File: src/rtl/dmem_arbiter.sv
// Round-robin arbiter and access sequencer sharing one RV32 data-memory port between
// the pipeline (requester 0) and a DMA/loader (requester 1); faulting accesses never write.
module dmem_arbiter #(
    parameter int WIDTH_ADDR = 15,
    parameter int Data_WIDTH = 32
) (
    input  logic                  clk,
    input  logic                  rst_n,
    input  logic                  req_valid_0,
    output logic                  req_ready_0,
    input  logic                  req_we_0,
    input  logic [Data_WIDTH-1:0] req_addr_0,
    input  logic [Data_WIDTH-1:0] req_wdata_0,
    input  logic [2:0]            req_size_0,
    output logic                  resp_valid_0,
    input  logic                  resp_ready_0,
    output logic [Data_WIDTH-1:0] resp_rdata_0,
    output logic                  resp_err_0,
    input  logic                  req_valid_1,
    output logic                  req_ready_1,
    input  logic                  req_we_1,
    input  logic [Data_WIDTH-1:0] req_addr_1,
    input  logic [Data_WIDTH-1:0] req_wdata_1,
    input  logic [2:0]            req_size_1,
    output logic                  resp_valid_1,
    input  logic                  resp_ready_1,
    output logic [Data_WIDTH-1:0] resp_rdata_1,
    output logic                  resp_err_1,
    output logic                  mem_we,
    output logic [Data_WIDTH-1:0] mem_addr,
    output logic [Data_WIDTH-1:0] mem_wdata,
    output logic [2:0]            mem_size,
    input  logic [Data_WIDTH-1:0] mem_rdata
);

    typedef enum logic [1:0] {IDLE = 2'd0, ACCESS = 2'd1, RESP = 2'd2} state_t;

    state_t                r_state;
    state_t                w_state_nxt;
    logic                  r_last_grant;
    logic                  r_gnt;
    logic                  r_we;
    logic [Data_WIDTH-1:0] r_addr;
    logic [Data_WIDTH-1:0] r_wdata;
    logic [2:0]            r_size;
    logic [Data_WIDTH-1:0] r_rdata;
    logic                  r_err;

    logic                  w_gnt;
    logic                  w_hs;
    logic                  w_err;
    logic                  w_resp_ready;
    logic                  w_sel_we;
    logic [Data_WIDTH-1:0] w_sel_addr;
    logic [Data_WIDTH-1:0] w_sel_wdata;
    logic [2:0]            w_sel_size;

    // A tie goes to whoever was not served last; ready is masked while reset is held.
    always_comb begin
        if (req_valid_0 && !req_valid_1) begin
            w_gnt = 1'b0;
        end else if (!req_valid_0 && req_valid_1) begin
            w_gnt = 1'b1;
        end else begin
            w_gnt = ~r_last_grant;
        end
        w_hs        = rst_n && (r_state == IDLE) && (req_valid_0 || req_valid_1);
        req_ready_0 = w_hs && !w_gnt;
        req_ready_1 = w_hs && w_gnt;
        w_sel_we    = w_gnt ? req_we_1    : req_we_0;
        w_sel_addr  = w_gnt ? req_addr_1  : req_addr_0;
        w_sel_wdata = w_gnt ? req_wdata_1 : req_wdata_0;
        w_sel_size  = w_gnt ? req_size_1  : req_size_0;
    end

    always_comb begin
        w_err = 1'b0;
        case (r_size[1:0])
            2'b00:   w_err = (r_addr[1:0] != 2'b00);
            2'b10:   w_err = r_addr[0];
            2'b11:   w_err = 1'b1;
            default: w_err = 1'b0;
        endcase
        if (|r_addr[Data_WIDTH-1:WIDTH_ADDR+2]) begin
            w_err = 1'b1;
        end
    end

    assign w_resp_ready = r_gnt ? resp_ready_1 : resp_ready_0;

    always_comb begin
        w_state_nxt = r_state;
        case (r_state)
            IDLE:    if (w_hs) w_state_nxt = ACCESS;
            ACCESS:  w_state_nxt = RESP;
            RESP:    if (w_resp_ready) w_state_nxt = IDLE;
            default: w_state_nxt = IDLE;
        endcase
    end

    always_ff @(posedge clk or negedge rst_n) begin
        if (!rst_n) begin
            r_state      <= IDLE;
            r_last_grant <= 1'b1;
            r_gnt        <= 1'b0;
            r_we         <= 1'b0;
            r_addr       <= '0;
            r_wdata      <= '0;
            r_size       <= '0;
            r_rdata      <= '0;
            r_err        <= 1'b0;
        end else begin
            r_state <= w_state_nxt;
            if (w_hs) begin
                r_gnt        <= w_gnt;
                r_last_grant <= w_gnt;
                r_we         <= w_sel_we;
                r_addr       <= w_sel_addr;
                r_wdata      <= w_sel_wdata;
                r_size       <= w_sel_size;
            end
            if (r_state == ACCESS) begin
                r_rdata <= (!r_we && !w_err) ? mem_rdata : '0;
                r_err   <= w_err;
            end
        end
    end

    // Memory-side fields stay at their latched values outside ACCESS to avoid toggling.
    assign mem_we    = (r_state == ACCESS) && r_we && !w_err;
    assign mem_addr  = r_addr;
    assign mem_wdata = r_wdata;
    assign mem_size  = r_size;

    assign resp_valid_0 = (r_state == RESP) && !r_gnt;
    assign resp_valid_1 = (r_state == RESP) && r_gnt;
    assign resp_rdata_0 = resp_valid_0 ? r_rdata : '0;
    assign resp_rdata_1 = resp_valid_1 ? r_rdata : '0;
    assign resp_err_0   = resp_valid_0 && r_err;
    assign resp_err_1   = resp_valid_1 && r_err;

endmodule

File: config.mk
export PLATFORM = sky130hd
export DESIGN_NAME = dmem_arbiter
export DESIGN_NICKNAME = d
export VERILOG_FILES = /design/src/rtl/dmem_arbiter.sv
export SDC_FILE = /design/constraint.sdc
export NUM_CORES = 1
export LEC_CHECK = 0
export BUFFER_PORTS_ARGS = -buffer_cell sky130_fd_sc_hd__buf_2
export CAP_MARGIN = 20
export CORE_AREA = 4 4 120 122
export DETAILED_ROUTE_END_ITERATION = 6
export DIE_AREA = 0 0 124 126
export PLACE_DENSITY = 0.73
export SYNTH_ARGS = -nofsm -noshare
export SYNTH_HDL_FRONTEND = slang
export SYNTH_SLANG_ARGS = --single-unit
File: constraint.sdc
create_clock -name clk -period 2.5 [get_ports clk]
set_clock_uncertainty 0.15 [all_clocks]
set_input_delay 0.5 -clock clk [delete_from_list [all_inputs] [get_ports clk]]
set_output_delay 0.5 -clock clk [all_outputs]
set_load 0.01 [all_outputs]
Yosys cells after proc, flatten, opt, wreduce, memory -nomap -nowiden
Cells that the tools add are included.

Output and inout port bits: 138. Input bits: 174. Logic and storage cells: 56. Bits in registers: 105.

Multiplexer cells: 15. Bitwise logic cells: 1. Reduce and logical (&&, ||, !) cells: 25. Equal/unequal tests: 6.

Operators with widths (number): $mux 32 (5); $reduce_or 15->1 (1); $logic_and 1x1->1 (13); $eq 2x2->1 const B (3); $logic_not 1->1 (6); $pmux 2 s3 (1); $mux 1 (5); $logic_not 2->1 (2); $mux 2 (2); $ne 2x2->1 const B (2); $mux 3 (1); $pmux 1 s3 (1); $eq 2x1->1 const B (1); $reduce_and 2->1 (1); $reduce_bool 2->1 (1); $logic_or 1x1->1 (1); $not 1->1 (1).

Depth between registers and ports, before layout
Gate-level depths: netlist of run 1.

Word-level depth: 6. Gate-level depth with buffers: 7. Depth with buffers taken out: 5.

Worst setup path before layout of run 1
OpenSTA, ideal clock, no wires.

Path type: register to output. From: register r_addr[21] (netlist: mem_addr[21]). To: output port mem_we. Setup slack: 420 ps. Buffers on the path: 0. Data required time: 1850 ps. Stages on the path, launching flop included: 4. Data arrival time: 1430 ps. Cell sequence: dfrtp_1 -> or4_4 -> nor3_4 -> and3_1.

Word-level cells in the longest chain between the ends: 4.

Ends and longest elaborated chain: start: declaration (line 43) `logic [Data_WIDTH-1:0] r_addr;`; start signal: assignment (line 118) `r_addr <= w_sel_addr;`; $reduce_or 15->1 (line 84) `if (|r_addr[Data_WIDTH-1:WIDTH_ADDR+2]) begin`; $mux 1 (line 84); $logic_not 1->1 (line 130) `assign mem_we = (r_state == ACCESS) && r_we && !w_err;`; $logic_and 1x1->1 (line 130); end: declaration (line 29) `output logic mem_we,`.

Every way passes these cells.

Final worst setup path of run 1
From: register r_addr[19] (netlist: mem_addr[19]). To: output port mem_we.

The elaborated chain is that of the path after synthesis.

==> run_results.csv, run 1 <==
group,metric,value,unit
drt,ant_nets,0,
synth,synthCells,615,
cells_and_area,final_layout_size_suffix_gt1_frac,0.4186,
drt,dr.pass1.iters,4,
sta,fin_crit_sh,0.9753,
synth,synthArstFlopShare,1.000,
cts,clockBufferDepth,2,
drt,vias,5215,
sta,fin_crit,2.438,ns
floorplan,coreArea,0.01319,mm^2
synth,synth_top_area_cell,"dfrtp_1",
critical_path,worst_setup_path_start_kind,"register",
placed_design,gp_congestion,0.7803,
global_route,overflow,0,
synth,avgSynthCellArea,8.368,um^2
drt,routed_via_density,4.780,
floorplan,initial_core_util,0.3902,
critical_path,r2r_end,"r_rdata[0]$_DFFE_PN0N_",
sta,fmax,0.4101,GHz
critical_path,critPathRequiredTime,1.85,ns
sta,timing.final.ws_setup,0.06178,ns
synth,synth_seq_cells,105,
synth,yosysSeqAreaShare,0.5108,
outcome,status,"finished, final reports clean",
global_route,grt_start_max_net_pins,106,
cts,root_buffer,"clkbuf_16",
floorplan,die_area,0.01562,mm^2
placed_design,place.port_buffers,311,
synth,ys.flop_type,"dfrtp_1",
sta,finalMaxSlewViolations,0,
cts,ctsHtreeMaxLevel,3,
floorplan,die_w,124,um
synth,synth_cell_types,26,
critical_path,worstReg2RegStart,"mem_addr[19]$_DFFE_PN0P_",
sta,slew_headroom,0.6158,
synth,synthTopCellsByCount,"a21oi_1, dfrtp_1, nand2_1",
cts,cts_sinks,105,
sta,setup_viol,0,
sta,max_slew.worst_pin.slew,0.5763,ns
cells_and_area,antennaDiodeCount,0,
critical_path,cp.arrival,1.79,ns
floorplan,num_rows,42,
global_route,track_usage,0.2075,
critical_path,crit_fanout,2,
critical_path,crit_type,"register to output port",
drt,drt_iter0_drc,264,
floorplan,io_pins,312,
synth,synth_warnings,0,
cts,cts_tree,"yes",
worst_hold_path,hold_path_class,"input port to asynchronous set/reset pin",
power_and_ir_drop,peakVddDrop,504.3,uV
critical_path,end_kind,"output port",
synth,synth_area_leaders,"dfrtp_1, a21oi_1, and2_1",
cells_and_area,layout.nets,1084,
synth,synth_nets,789,
placed_design,dp_slack,0.2654,ns
synth,syn-cell-area,0.005146,mm^2
cts,path_clk_slew,0.07,ns
floorplan,fp.dieH,126,um
global_route,antenna_found_initial,1,
power_and_ir_drop,leakagePower,3.932,nW
power_and_ir_drop,p_total,6.773,mW
drt,drt_wl_total,16.84,mm
global_route,grt_pass1_vias,4998,
synth,synth_edf_count,0,
synth,synth_most_common_cell,"a21oi_1",
drt,drc,0,
drt,wl_per_cell,15.44,um
sta,finalHoldViolations,0,
cells_and_area,syn_to_final_growth,40.75,%
power_and_ir_drop,power_density,935.1,mW/mm^2
sta,fin_tns_setup,0,ns
sta,rsz0062_at_grt,"yes",
critical_path,r2r_slack,0.37,ns
global_route,grt_pass1_wl,25.32,mm
cts,clock_latency,0.34,ns
cts,cts_buffers,9,
critical_path,reg2reg_depth,6,
placed_design,dp_hpwl,12.59,mm
synth,yosys.area.top_type_share,0.5057,
flow_run,maxCapViolations,0,
cells_and_area,fin_util,0.5491,
## power breakdown
part	total (mW)	internal [mW]	switching (mW)
registers	2.64	2.28	0.365
logic	2.70	1.05	1.65
clock network	1.43	0.807	0.623
total	6.77	4.14	2.64
## cells by family after synthesis
| group | share of synthesized area |
|---|---|
| flip-flops | 0.5108 |
| AND/OR/NAND/NOR | 0.2334 |
| AO/OA/AOI/OAI | 0.1926 |
| multiplexers | 0.002188 |
| buffers and inverters | 0.06102 |
## what timing repair did
item                                    in CTS  in global routing
pin swaps                                    2                  3
hold endpoints to repair                     0                  0
hold buffers                                 0                  0
buffers inserted                             1                  1
endpoints found under the setup margin       1                 30
gates resized for setup                      5                  4
## sequential cells by signal, summed over array words and instances (netlist names)
signal,count
mem_addr,32
r_we,1
r_err,1
r_gnt,1
r_state,2
mem_size,3
r_rdata,32
r_last_grant,1
mem_wdata,32
## per-layer routing
| layer | vias to the layer above | GRT usage | wire [um] |
|---|---|---|---|
| li1 | 2568 | - | - |
| met1 | 2390 | 0.2457 | 6492 |
| met2 | 234 | 0.3567 | 8314 |
| met3 | 21 | 0.06502 | 1722 |
| met4 | 2 | 0.06572 | 301 |
| met5 | - | 0 | 13 |
## critical path, cell delays in order, from the launching register on
cell	delay (ns)
dfrtp_1	0.38
or4_4	0.54
nor3_4	0.21
and3_4	0.20
buf_6	0.11
## area by class of cell
cell class,count,area [um^2]
clock buffer,12,246.5
sequential,105,2629
fill,1274,5947
clock inverter,4,51.30
tap,176,220.2
timing repair buffer,326,1732
multi-input combinational,433,2233
inverter,35,131.4
## placed cells by master (no fill, tap or decap), drive strengths merged, types with 3 or more instances in the layout
cell / Yosys / final
nand2: 102 / 102
or4: 3 / 3
nand2b: 3 / 3
dfrtp: 104 / 104
and2: 65 / 65
buf: 5 / 326
clkbuf: 37 / 12
nor3: 4 / 4
nor2: 77 / 77
a21oi: 138 / 138
inv: 35 / 36
o21ai: 33 / 33
## metrics by stage
step	cells	hold WS (ns)	cell area [um^2]
floorplan	615	0.05441	5146
global placement	1073	0.3188	6894
detailed placement	1073	0.3232	6894
CTS	1090	0.1084	7218
global route	1091	0.1216	7243
finish	1091	0.05332	7243
## worst max-delay path by stage
stage | startpoint | endpoint | slack (ns) | depth (start not counted)
2_1_floorplan | mem_addr[21]$_DFFE_PN0P_ | mem_we | 0.42 | 3
3_3_place_gp | mem_addr[21]$_DFFE_PN0P_ | mem_we | 0.29 | 4
3_5_place_dp | mem_addr[21]$_DFFE_PN0P_ | mem_we | 0.27 | 4
4_1_cts | mem_addr[20]$_DFFE_PN0P_ | mem_we | 0.001 | 4
5_1_grt | mem_addr[19]$_DFFE_PN0P_ | mem_we | -0.007 | 4
6_report | mem_addr[19]$_DFFE_PN0P_ | mem_we | 0.06 | 4
(Power assumes the default switching activity.)
==> run 2, diff against run 1 <==
--- a/config.mk
+++ b/config.mk
@@ -7,10 +7,9 @@
 export LEC_CHECK = 0
 export BUFFER_PORTS_ARGS = -buffer_cell sky130_fd_sc_hd__buf_2
 export CAP_MARGIN = 20
-export CORE_AREA = 4 4 120 122
+export CORE_MARGIN = 4
+export CORE_UTILIZATION = 30
 export DETAILED_ROUTE_END_ITERATION = 6
-export DIE_AREA = 0 0 124 126
-export PLACE_DENSITY = 0.73
 export SYNTH_ARGS = -nofsm -noshare
 export SYNTH_HDL_FRONTEND = slang
 export SYNTH_SLANG_ARGS = --single-unit
==> run 2 against run 1 <==
Cell area is 1.1% higher; via count is 0.58% higher; register-to-register slack worse by 0.02 ns; sequential share of layout area is 0.41 points lower; critical path depth stayed put; core utilization is 11 points lower; clock power is 6% higher; fmax is 1.0% lower; clock-buffer cell count is 1 higher; global-route usage is 3.0 points lower; final cell count is 3.9% higher; non-clock buffer count is 1 lower.
==> run_results.csv, run 2 (synthesis results as in run 1) <==
group,metric,value,unit
sta,slew_headroom,0.6015,
floorplan,die_w,139.0,um
sta,fin_crit,2.463,ns
power_and_ir_drop,p_total,6.878,mW
critical_path,worst-path-buf-inv,1,
floorplan,io_pins,312,
sta,setup_viol,0,
sta,finalMaxSlewViolations,0,
cells_and_area,syn_to_final_growth,42.35,%
drt,drc,0,
cts,clockBufferDepth,2,
global_route,grt_util_met3,0.05414,
power_and_ir_drop,pwr-share-comb,0.398,
power_and_ir_drop,intPower,4.205,mW
critical_path,worst_setup_path_start_kind,"register",
drt,drt_iter0_drc,165,
power_and_ir_drop,seq_power_share,0.382,
critical_path,cp_slowest_cell,"or4_4",
global_route,top_usage_layer,"met2",
flow_run,maxCapViolations,0,
cts,cts_buffers,9,
critical_path,critPathMaxStageDelay,0.55,ns
critical_path,crit_fanout,2,
floorplan,num_rows,47,
placed_design,place.port_buffers,311,
critical_path,critPathRequiredTime,1.85,ns
sta,fin_crit_sh,0.9853,
global_route,overflow,0,
global_route,track_usage,0.1770,
drt,routed_via_density,4.625,
cells_and_area,layout.nets,1083,
floorplan,coreArea,0.01670,mm^2
cts,cts_hold_buf,0,
sta,rsz0062_at_grt,"yes",
outcome,status,"finished, final reports clean",
sta,hold_ws,0.1004,ns
cts,root_buffer,"clkbuf_16",
critical_path,critPathTopFamily,"simple AND/OR/NAND/NOR gates",
global_route,grt_start_max_net_pins,106,
cells_and_area,antennaDiodeCount,0,
floorplan,fp.dieH,139.0,um
sta,fmax,0.4060,GHz
global_route,grt_use_met2,0.2894,
floorplan,initial_core_util,0.3081,
cells_and_area,fin_util,0.4386,
global_route,antenna_found_initial,0,
cts,path_clk_slew,0.08,ns
power_and_ir_drop,pwr-share-clk,0.220,
power_and_ir_drop,leakagePower,3.946,nW
drt,ant_nets,0,
cells_and_area,layout_commonest_cell,"buf_2",
power_and_ir_drop,p_sw_frac,0.3886,
worst_hold_path,hold_path_class,"input port to asynchronous set/reset pin",
sta,finalHoldViolations,0,
placed_design,dp.cells,1114,
power_and_ir_drop,power_density,938.9,mW/mm^2
critical_path,path_cells,"or4_4, nor3_4, and3_4, buf_6",
placed_design,dp_hpwl,12.68,mm
floorplan,die_area,0.01931,mm^2
global_route,grt_pass1_wl,27.90,mm
cells_and_area,fin_cells,1134,
cells_and_area,mostFrequentLayoutCells,"buf_2, a21oi_1, dfrtp_1",
drt,vias,5245,
cts,ctsHtreeMaxLevel,3,
global_route,grt_pass1_vias,5129,
global_route,use_met1,0.2253,
cts,cts_sinks,105,
power_and_ir_drop,peakVddDrop,490.8,uV
power_and_ir_drop,p_sw,2.673,mW
critical_path,crit_type,"register to output port",
sta,max_slew.worst_pin.slew,0.5977,ns
drt,drt_wl_total,17.52,mm
cts,cts_tree,"yes",
cells_and_area,final_layout_size_suffix_gt1_frac,0.4201,
placed_design,gp_congestion,0.8308,
critical_path,cp.arrival,1.81,ns
cts,clock_latency,0.35,ns
critical_path,end_kind,"output port",
cells_and_area,final_area,0.007326,mm^2
drt,wl_per_cell,15.45,um
drt,dr.pass1.iters,4,
cells_and_area,fillCellCount,1713,
placed_design,place_area,0.006944,mm^2
## run 2: cell types whose count changed in the layout (fill, tap and decap cells not counted), sizes merged
| cell | change |
|---|---|
| clkinv | +1 |
| inv | -1 |
| clkinvlp | -1 |
| clkbuf | +1 |
| buf | -1 |
## run 2: final timing paths
| path | from | to | slack, ns | depth (start not counted) |
|---|---|---|---|---|
| setup / recovery | mem_addr[25]$_DFFE_PN0P_ | mem_we | 0.04 | 4 |
| setup reg to reg | mem_addr[25]$_DFFE_PN0P_ | r_rdata[31]$_DFFE_PN0N_ | 0.35 | 6 |
| max in group asynchronous | rst_n | r_state[0]$_DFFE_PN0P_ | 1.62 | 2 |
| min in group clk | req_addr_0[24] | mem_addr[24]$_DFFE_PN0P_ | 0.22 | 3 |
| hold reg to reg | r_rdata[28]$_DFFE_PN0N_ | r_rdata[28]$_DFFE_PN0N_ | 0.34 | 2 |
| hold / removal | rst_n | r_rdata[18]$_DFFE_PN0N_ | 0.10 | 2 |
## run 2: cell type report
type / count / area [um^2] / share of cell area
clock buffers: 13 / 270.3 / 0.03689
repair buffers: 325 / 1737 / 0.2371
clock inverters: 3 / 47.55 / 0.006490
well taps: 220 / 275.3 / 0.03757
inverters: 35 / 131.4 / 0.01793
flip-flops and latches: 105 / 2629 / 0.3588
multi-input cells: 433 / 2236 / 0.3052
## run 2: stage by stage
step           TNS (ns)  setup slack, ns
3_5_place_dp          0           0.2566
4_1_cts        -0.01403         -0.01403
2_1_floorplan         0           0.4202
6_report              0          0.03687
5_1_grt        -0.04728         -0.04728
3_3_place_gp          0           0.3013
## run 2: timing repair
item	4_1_cts	5_1_grt
buffers inserted	2	2
endpoints found under the setup margin	1	2
cloned	0	0
gates resized for setup	6	1
pin swaps	2	4
## run 2: per-layer routing
metal  wire, um  part of all wire
met3       1607             0.092
met1       7366              0.42
met5          0                 0
met4        331             0.019
met2       8214              0.47
## run 2: power by group through the flow
stage	Sequential [mW]	Combinational [mW]	Clock, mW
finish	2.63	2.74	1.51
global route	2.71	3.05	1.63
CTS	2.63	2.77	1.56
detailed placement	2.64	2.74	0
global placement	2.63	2.73	0
floorplan	2.88	1.22	0
